### src/rtl/rgb_stream_tx.sv
// RGB565 -> RGB888 frame streamer. Accepts upstream pixels during ACTIVE and
// frames them with sof/eol, horizontal and vertical blanking, and a done pulse.
module rgb_stream_tx #(
    parameter int H_BLANK = 4,
    parameter int V_BLANK = 16
) (
    input  logic        clk,
    input  logic        rst,
    input  logic        start,
    input  logic [11:0] img_width,
    input  logic [11:0] img_height,
    input  logic [15:0] src_data,
    input  logic        src_valid,
    output logic        src_ready,
    output logic        dout_valid,
    output logic [7:0]  r_data,
    output logic [7:0]  g_data,
    output logic [7:0]  b_data,
    output logic        sof,
    output logic        eol,
    output logic        busy,
    output logic        frame_done
);
    localparam logic [1:0] S_IDLE   = 2'd0;
    localparam logic [1:0] S_ACTIVE = 2'd1;
    localparam logic [1:0] S_HBLANK = 2'd2;
    localparam logic [1:0] S_VBLANK = 2'd3;

    localparam int BMAX = (H_BLANK > V_BLANK) ? H_BLANK : V_BLANK;
    localparam int BW   = (BMAX < 2) ? 1 : $clog2(BMAX + 1);
    // Counter runs N-1 down to 0 so a blanking state lasts exactly N cycles.
    localparam logic [BW-1:0] H_LOAD = BW'((H_BLANK > 0) ? H_BLANK - 1 : 0);
    localparam logic [BW-1:0] V_LOAD = BW'((V_BLANK > 0) ? V_BLANK - 1 : 0);

    logic [1:0]    state_q, state_d;
    logic [11:0]   width_q, width_d, height_q, height_d;
    logic [11:0]   pix_cnt_q, pix_cnt_d, line_cnt_q, line_cnt_d;
    logic [BW-1:0] blank_cnt_q, blank_cnt_d;
    logic          dout_valid_q, dout_valid_d, sof_q, sof_d, eol_q, eol_d;
    logic          frame_done_q, frame_done_d;
    logic [7:0]    r_q, r_d, g_q, g_d, b_q, b_d;
    logic          xfer, last_pix, last_line;

    assign src_ready  = (state_q == S_ACTIVE);
    assign busy       = (state_q != S_IDLE);
    assign dout_valid = dout_valid_q;
    assign r_data     = r_q;
    assign g_data     = g_q;
    assign b_data     = b_q;
    assign sof        = sof_q;
    assign eol        = eol_q;
    assign frame_done = frame_done_q;

    assign xfer      = src_valid && src_ready;
    assign last_pix  = (pix_cnt_q == width_q - 12'd1);
    assign last_line = (line_cnt_q == height_q - 12'd1);

    always_comb begin
        state_d      = state_q;
        width_d      = width_q;
        height_d     = height_q;
        pix_cnt_d    = pix_cnt_q;
        line_cnt_d   = line_cnt_q;
        blank_cnt_d  = blank_cnt_q;
        r_d          = r_q;
        g_d          = g_q;
        b_d          = b_q;
        dout_valid_d = 1'b0;
        sof_d        = 1'b0;
        eol_d        = 1'b0;
        frame_done_d = 1'b0;
        case (state_q)
            S_IDLE: begin
                if (start && (img_width != 12'd0) && (img_height != 12'd0)) begin
                    width_d    = img_width;
                    height_d   = img_height;
                    pix_cnt_d  = 12'd0;
                    line_cnt_d = 12'd0;
                    state_d    = S_ACTIVE;
                end
            end
            S_ACTIVE: begin
                if (xfer) begin
                    dout_valid_d = 1'b1;
                    r_d   = {src_data[15:11], src_data[15:13]};
                    g_d   = {src_data[10:5],  src_data[10:9]};
                    b_d   = {src_data[4:0],   src_data[4:2]};
                    sof_d = (pix_cnt_q == 12'd0) && (line_cnt_q == 12'd0);
                    eol_d = last_pix;
                    if (last_pix) begin
                        pix_cnt_d  = 12'd0;
                        line_cnt_d = line_cnt_q + 12'd1;
                        if (last_line) begin
                            if (V_BLANK == 0) begin
                                state_d      = S_IDLE;
                                frame_done_d = 1'b1;
                            end else begin
                                state_d     = S_VBLANK;
                                blank_cnt_d = V_LOAD;
                            end
                        end else if (H_BLANK != 0) begin
                            state_d     = S_HBLANK;
                            blank_cnt_d = H_LOAD;
                        end
                    end else begin
                        pix_cnt_d = pix_cnt_q + 12'd1;
                    end
                end
            end
            S_HBLANK: begin
                if (blank_cnt_q == '0) state_d = S_ACTIVE;
                else                   blank_cnt_d = blank_cnt_q - BW'(1);
            end
            default: begin
                if (blank_cnt_q == '0) begin
                    state_d      = S_IDLE;
                    frame_done_d = 1'b1;
                end else begin
                    blank_cnt_d = blank_cnt_q - BW'(1);
                end
            end
        endcase
    end

    always_ff @(posedge clk or posedge rst) begin
        if (rst) begin
            state_q      <= S_IDLE;
            width_q      <= '0;
            height_q     <= '0;
            pix_cnt_q    <= '0;
            line_cnt_q   <= '0;
            blank_cnt_q  <= '0;
            r_q          <= '0;
            g_q          <= '0;
            b_q          <= '0;
            dout_valid_q <= 1'b0;
            sof_q        <= 1'b0;
            eol_q        <= 1'b0;
            frame_done_q <= 1'b0;
        end else begin
            state_q      <= state_d;
            width_q      <= width_d;
            height_q     <= height_d;
            pix_cnt_q    <= pix_cnt_d;
            line_cnt_q   <= line_cnt_d;
            blank_cnt_q  <= blank_cnt_d;
            r_q          <= r_d;
            g_q          <= g_d;
            b_q          <= b_d;
            dout_valid_q <= dout_valid_d;
            sof_q        <= sof_d;
            eol_q        <= eol_d;
            frame_done_q <= frame_done_d;
        end
    end
endmodule

### config.mk
export PLATFORM = sky130hd
export DESIGN_NAME = rgb_stream_tx
export DESIGN_NICKNAME = d
export VERILOG_FILES = /design/src/rtl/rgb_stream_tx.sv
export SDC_FILE = /design/constraint.sdc
export NUM_CORES = 1
export LEC_CHECK = 0
export ABC_AREA = 1
export CAP_MARGIN = 20
export CORE_ASPECT_RATIO = 0.7
export CORE_MARGIN = 3
export CORE_UTILIZATION = 61
export CTS_BUF_LIST = sky130_fd_sc_hd__clkbuf_4 sky130_fd_sc_hd__clkbuf_8
export DETAILED_ROUTE_END_ITERATION = 10
export PLACE_DENSITY = 0.87
export RECOVER_POWER = 50
export SKIP_LAST_GASP = 1
export SLEW_MARGIN = 40
export SYNTH_ARGS = -nofsm -noshare
export SYNTH_HDL_FRONTEND = slang
export SYNTH_SLANG_ARGS = --single-unit
### constraint.sdc
create_clock -name clk -period 5.6 [get_ports clk]
set_input_delay 0.56 -clock clk [delete_from_list [all_inputs] [get_ports clk]]
set_output_delay 0.56 -clock clk [all_outputs]
set_load 0.02 [all_outputs]
**Word-level counts from Yosys, hierarchy flattened**

Cells that the tools add are included.

- Register bits after elaboration: 83
- Input port bits: 44
- Word-level logic and storage cells: 75

- $add $sub $neg: 5
- Eq/ne operators: 9
- Mux-type cells: 27
- Bitwise logic cells: 1
- Reductions and logical operators: 20

Operators by type and width:

| kind | count |
|---|---|
| 2-to-1 mux 12 bit | 5 |
| case mux 12 bit (2 select lines) | 2 |
| adder 12 x 1 -> 12 bit, second input constant | 2 |
| == test 12 bit | 2 |
| logical NOT 12 bit | 2 |
| nonzero test 12 bit | 2 |
| subtractor 12 x 1 -> 12 bit, second input constant | 2 |
| 2-to-1 mux 5 bit | 3 |
| 2-to-1 mux 2 bit | 5 |
| case mux 5 bit (2 select lines) | 1 |
| 2-to-1 mux 1 bit | 9 |
| AND reduction 4 bit | 2 |
| != test 2 bit, second input constant | 3 |
| case mux 2 bit (3 select lines) | 1 |
| logical NOT 5 bit | 1 |
| AND reduction 5 bit | 1 |
| subtractor 5 x 1 -> 5 bit, second input constant | 1 |
| logical AND 1 bit | 4 |
| 2-to-1 mux 4 bit | 1 |
| != test 2 x 1 -> 1 bit, second input constant | 2 |
| AND reduction 2 bit | 2 |
| nonzero test 2 bit | 2 |
| AND reduction 3 bit | 1 |
| nonzero test 3 bit | 1 |
| other kinds (5) | 5 |

**Logic depth before layout (Yosys ltp)**

- Depth in word-level cells: 6
- Mapped depth: 17

**Worst setup path after synthesis**

OpenSTA, ideal clock, no wires.

- Path type: flip-flop to flip-flop
- From: register width_q[0]
- To: register line_cnt_q[0]
- Data arrival time: 1.803 ns
- Data required time: 5.483 ns
- Slack: 3.680 ns
- Cell stages (with the launch flop): 14
- Buffers on the path: 1
- Path through: dfrtp_1 inv_2 ha_1 nand2_4 nor2_1 nand3_1 nand3_1 and3_1 nand3_4 nand2_4 nand2_4 buf_6 nand2_1 nand2_1

- Cells in the longest elaborated chain, start to end: 4

Ends and longest elaborated chain:

| item | line | source |
|---|---|---|
| from (decl) | 36 | `logic [11:0] width_q, width_d, height_q, height_d;` |
| from (signal assigned) | 142 | `width_q <= width_d;` |
| subtractor 12 x 1 -> 12 bit | 55 | `assign last_pix = (pix_cnt_q == width_q - 12'd1);` |
| == test 12 bit | 55 |  |
| != test 2 x 1 -> 1 bit (no source line) | -- |  |
| AND reduction 4 bit (no source line) | -- |  |
| to (signal assigned) | 145 | `line_cnt_q <= line_cnt_d;` |
| to (decl) | 37 | `logic [11:0] pix_cnt_q, pix_cnt_d, line_cnt_q, line_cnt_d;` |

Every way passes these cells.
A chain may end at the register's enable or synchronous reset.

**Final worst setup path**

- From: input src_valid
- To: register blank_cnt_q[4]

- Cells in the longest elaborated chain, start to end: 3

Ends and longest elaborated chain:

| item | line | source |
|---|---|---|
| from (decl) | 13 | `input logic src_valid,` |
| logical AND 1 bit | 54 | `assign xfer = src_valid && src_ready;` |
| != test 2 x 1 -> 1 bit (no source line) | -- |  |
| AND reduction 4 bit (no source line) | -- |  |
| to (signal assigned) | 146 | `blank_cnt_q <= blank_cnt_d;` |
| to (decl) | 38 | `logic [BW-1:0] blank_cnt_q, blank_cnt_d;` |

Every way passes these cells.

==> flow_summary.yaml <==
routing:
  detailedRoute.firstPassIterationCount: 5
  postRouteAntennaNets: 0
  routed_via_density: 5.568
  detail_route.drc_violations: 0
  routedWlPerCell_um: 14.27
  wl_um: 12140
  route.vias.total: 4738
  drt_first_iter_violations: 401
worst_setup_path:
  required_ns: 5.84
  worst_setup_path_start_kind: "primary input"
  critical_path.most_common_cell: "nand2_1"
  end_kind: "register"
  slowest_delay_ns: 0.68
  timing.critical_path.arrival_ns: 2.98
  critical_path.slowest_cell: "clkinv_1"
  critPathKind: "primary input to register"
  critPathMaxFanout: 19
  cp_cell_sequence: "clkdlybuf4s50_1 > nand2_1 > clkinv_1 > nand4_4 > nand2_1 > nand2_1 > nand2_1"
synth:
  synth_cells: 686
  post-synth-top-area-fraction: 0.3908
  synth.yosys.warnings: 0
  postSynth.asyncResetShare: 1.000
  post_synth.cell_area_avg_um2: 7.000
  synth_top_cell_by_area: "dfrtp_1"
  synthesis.nets: 738
  yosys_most_used_dff: "dfrtp_1"
  yosys.cell_types.count: 33
  post_synth_instance_area_mm2: 0.004802
  ys_seq_area_frac: 0.3908
  postSynthRegisterBits: 75
  top_post_synthesis_cells_by_area: "dfrtp_1 (39%), nand2_1 (19%), nand3_1 (7.0%), nor2_1 (5.2%), inv_1 (4.9%)"
  number_of_flops_mapped_to_enable_cells_by_yosys: 0
hold_path:
  hold_class: "register to register"
die:
  initial_utilization: 0.6418
  core-area_mm2: 0.007482
  std_cell_rows: 26
  design.die.area_mm2: 0.008990
  top_level_ports: 74
  die_h_um: 80.24
  die-width_um: 112.0
placement:
  dpl_cell_area_mm2: 0.005524
  detailedPlacementHpwl_um: 9037
  place.gp.congestion: 0.9663
  placed_cells: 835
  place.port_buffers: 73
  pre_cts_ws_ns: 2.543
global_route:
  number_of_global_route_vias_before_repair: 4471
  grt_antenna_before_repair: 0
  grt_start_max_net_pins: 53
  grt_first_pass_wirelength_um: 20580
  grt_remaining_overflow: 0
  grt_use_total: 0.2817
sta:
  finalSetupTns_ns: 0
  fmaxAchievable_mhz: 364.7
  setup_repair_after_global_routing_missed_its_margin: "no"
  final.period_utilization: 0.4897
  finalSetupViolCount: 0
  worstMarginPinSlew_ns: 0.8906
  worst_setup_slack_final_ns: 2.858
  fin_worst_skew_ns: 0.009252
  final_period_minus_worst_setup_slack_ns: 2.742
  worst_slew_margin_rel: 0.4056
  final_hold_viol_count: 0
  maxSlewViolCount: 0
clocking:
  ctsRootBufferMaster: "clkbuf_8"
  cts_repair_resize_count: 0
  cts.sink_count: 75
  hold_buffers: 0
  cts-buffers-inserted: 9
  ctsHtreeMaxLevel: 3
  clock_insertion_delay_worst_skew_ns: 0.35
  clkTransAtPathRegs_ns: 0.08
  clk_path_buf_depth: 2
  post_cts.repair.setup_buffers: 0
  cts_tree: "done"
pwr:
  pd_cells_mw_per_mm2: 291.0
  cellLeakagePower_uw: 0.002910
  total_power_uw: 1680
  ir_drop_mv: 0.1588
cells_and_area:
  drive_above_1_share: 0.06242
  final_cell_count_no_fill: 851
  final_common_cell: "nand2_1"
  syn_to_final_growth_pct: 20.19
  finalInstanceArea_mm2: 0.005772
  antenna_cells_inserted: 0
  mostFrequentLayoutCells: "nand2_1 (249), dfrtp_1 (75), nand3_1 (67)"
  filler_cell_count: 564
  finalNetCount: 800
status:
  status: "complete, no violations"
job:
  maxCapViolations: 0
final cells by class:
cell class | instances | area (µm²) | area share
multi-input combinational | 519 | 2525 | 0.4375
sequential | 75 | 1877 | 0.3252
timing repair buffer | 74 | 738.2 | 0.1279
inverter | 69 | 259.0 | 0.04487
clock buffer | 10 | 137.6 | 0.02385
tap | 98 | 122.6 | 0.02124
clock inverter | 6 | 112.6 | 0.01951
final timing paths:
| kind | from | endpoint | slack, ns | depth (start not counted) |
|---|---|---|---|---|
| max | src_valid | blank_cnt_q[4] | 2.86 | 7 |
| min | g_data[2] | g_data[2] | 0.48 | 2 |
| max reg2reg | state_q[0] | blank_cnt_q[4] | 2.87 | 8 |
| min reg2reg | g_data[2] | g_data[2] | 0.48 | 2 |
| max in group asynchronous | rst | width_q[10] | 3.58 | 3 |
| min in group asynchronous | rst | blank_cnt_q[1] | 0.83 | 2 |
power by group:
group	switching [µW]	total, µW	internal (µW)
registers	70.6	678	607
logic	296	482	187
clock network	211	520	309
total	577	1680	1100
logic make-up (layout without fill, tap and decap cells):
kind of cell             after synthesis  count (layout)  synth area share
flip-flops                            75              75            0.3908
AND/OR/NAND/NOR                      440             440            0.4093
adder cells (fa/ha/maj)                8               8           0.02085
AO/OA/AOI/OAI                         45              45           0.04820
XOR/XNOR                              26              26           0.04742
buffers and inverters                 92             159           0.08338
state kept, by name, summed over array words and instances (netlist names), 2 cells and up:
signal       flops
height_q        12
line_cnt_q      12
pix_cnt_q       12
width_q         12
g_data           6
b_data           5
blank_cnt_q      5
r_data           5
state_q          2
synth_stat cells (4+ instances only):
cell,count
dfrtp_1,75
ha_1,8
nor2_4,7
clkbuf_1,9
nand2_2,7
nand2_4,4
nor4_1,8
nand3b_1,5
inv_2,4
xor2_1,24
inv_1,63
nor2_1,66
nor3_1,8
nand4_1,11
buf_4,10
a21oi_1,11
nand3_1,67
nand2_1,249
o21ai_0,30
critical path, delay by kind of cell:
kind / cells / cell delay, ns
buffers and inverters: 2 / 1.10
AND/OR/NAND/NOR: 5 / 1.31
stage by stage:
stage / hold slack (ns) / util
after floorplan: 0.4634 / -
after global placement: 0.4653 / 0.7380
after detailed placement: 0.4673 / 0.7383
after CTS: 0.4864 / 0.7717
after global routing: 0.5028 / 0.7714
final: 0.4792 / 0.7714
per-layer routing:
layer	global-route usage	part of all wire	vias up	routed length (µm)
li1	-	-	2291	-
met1	0.3726	0.43	2235	5171
met2	0.4791	0.49	192	6006
met3	0.05873	0.064	20	777
met4	0.07203	0.015	0	183
met5	0	0	-	0
Power figures use the tool's default switching activity.
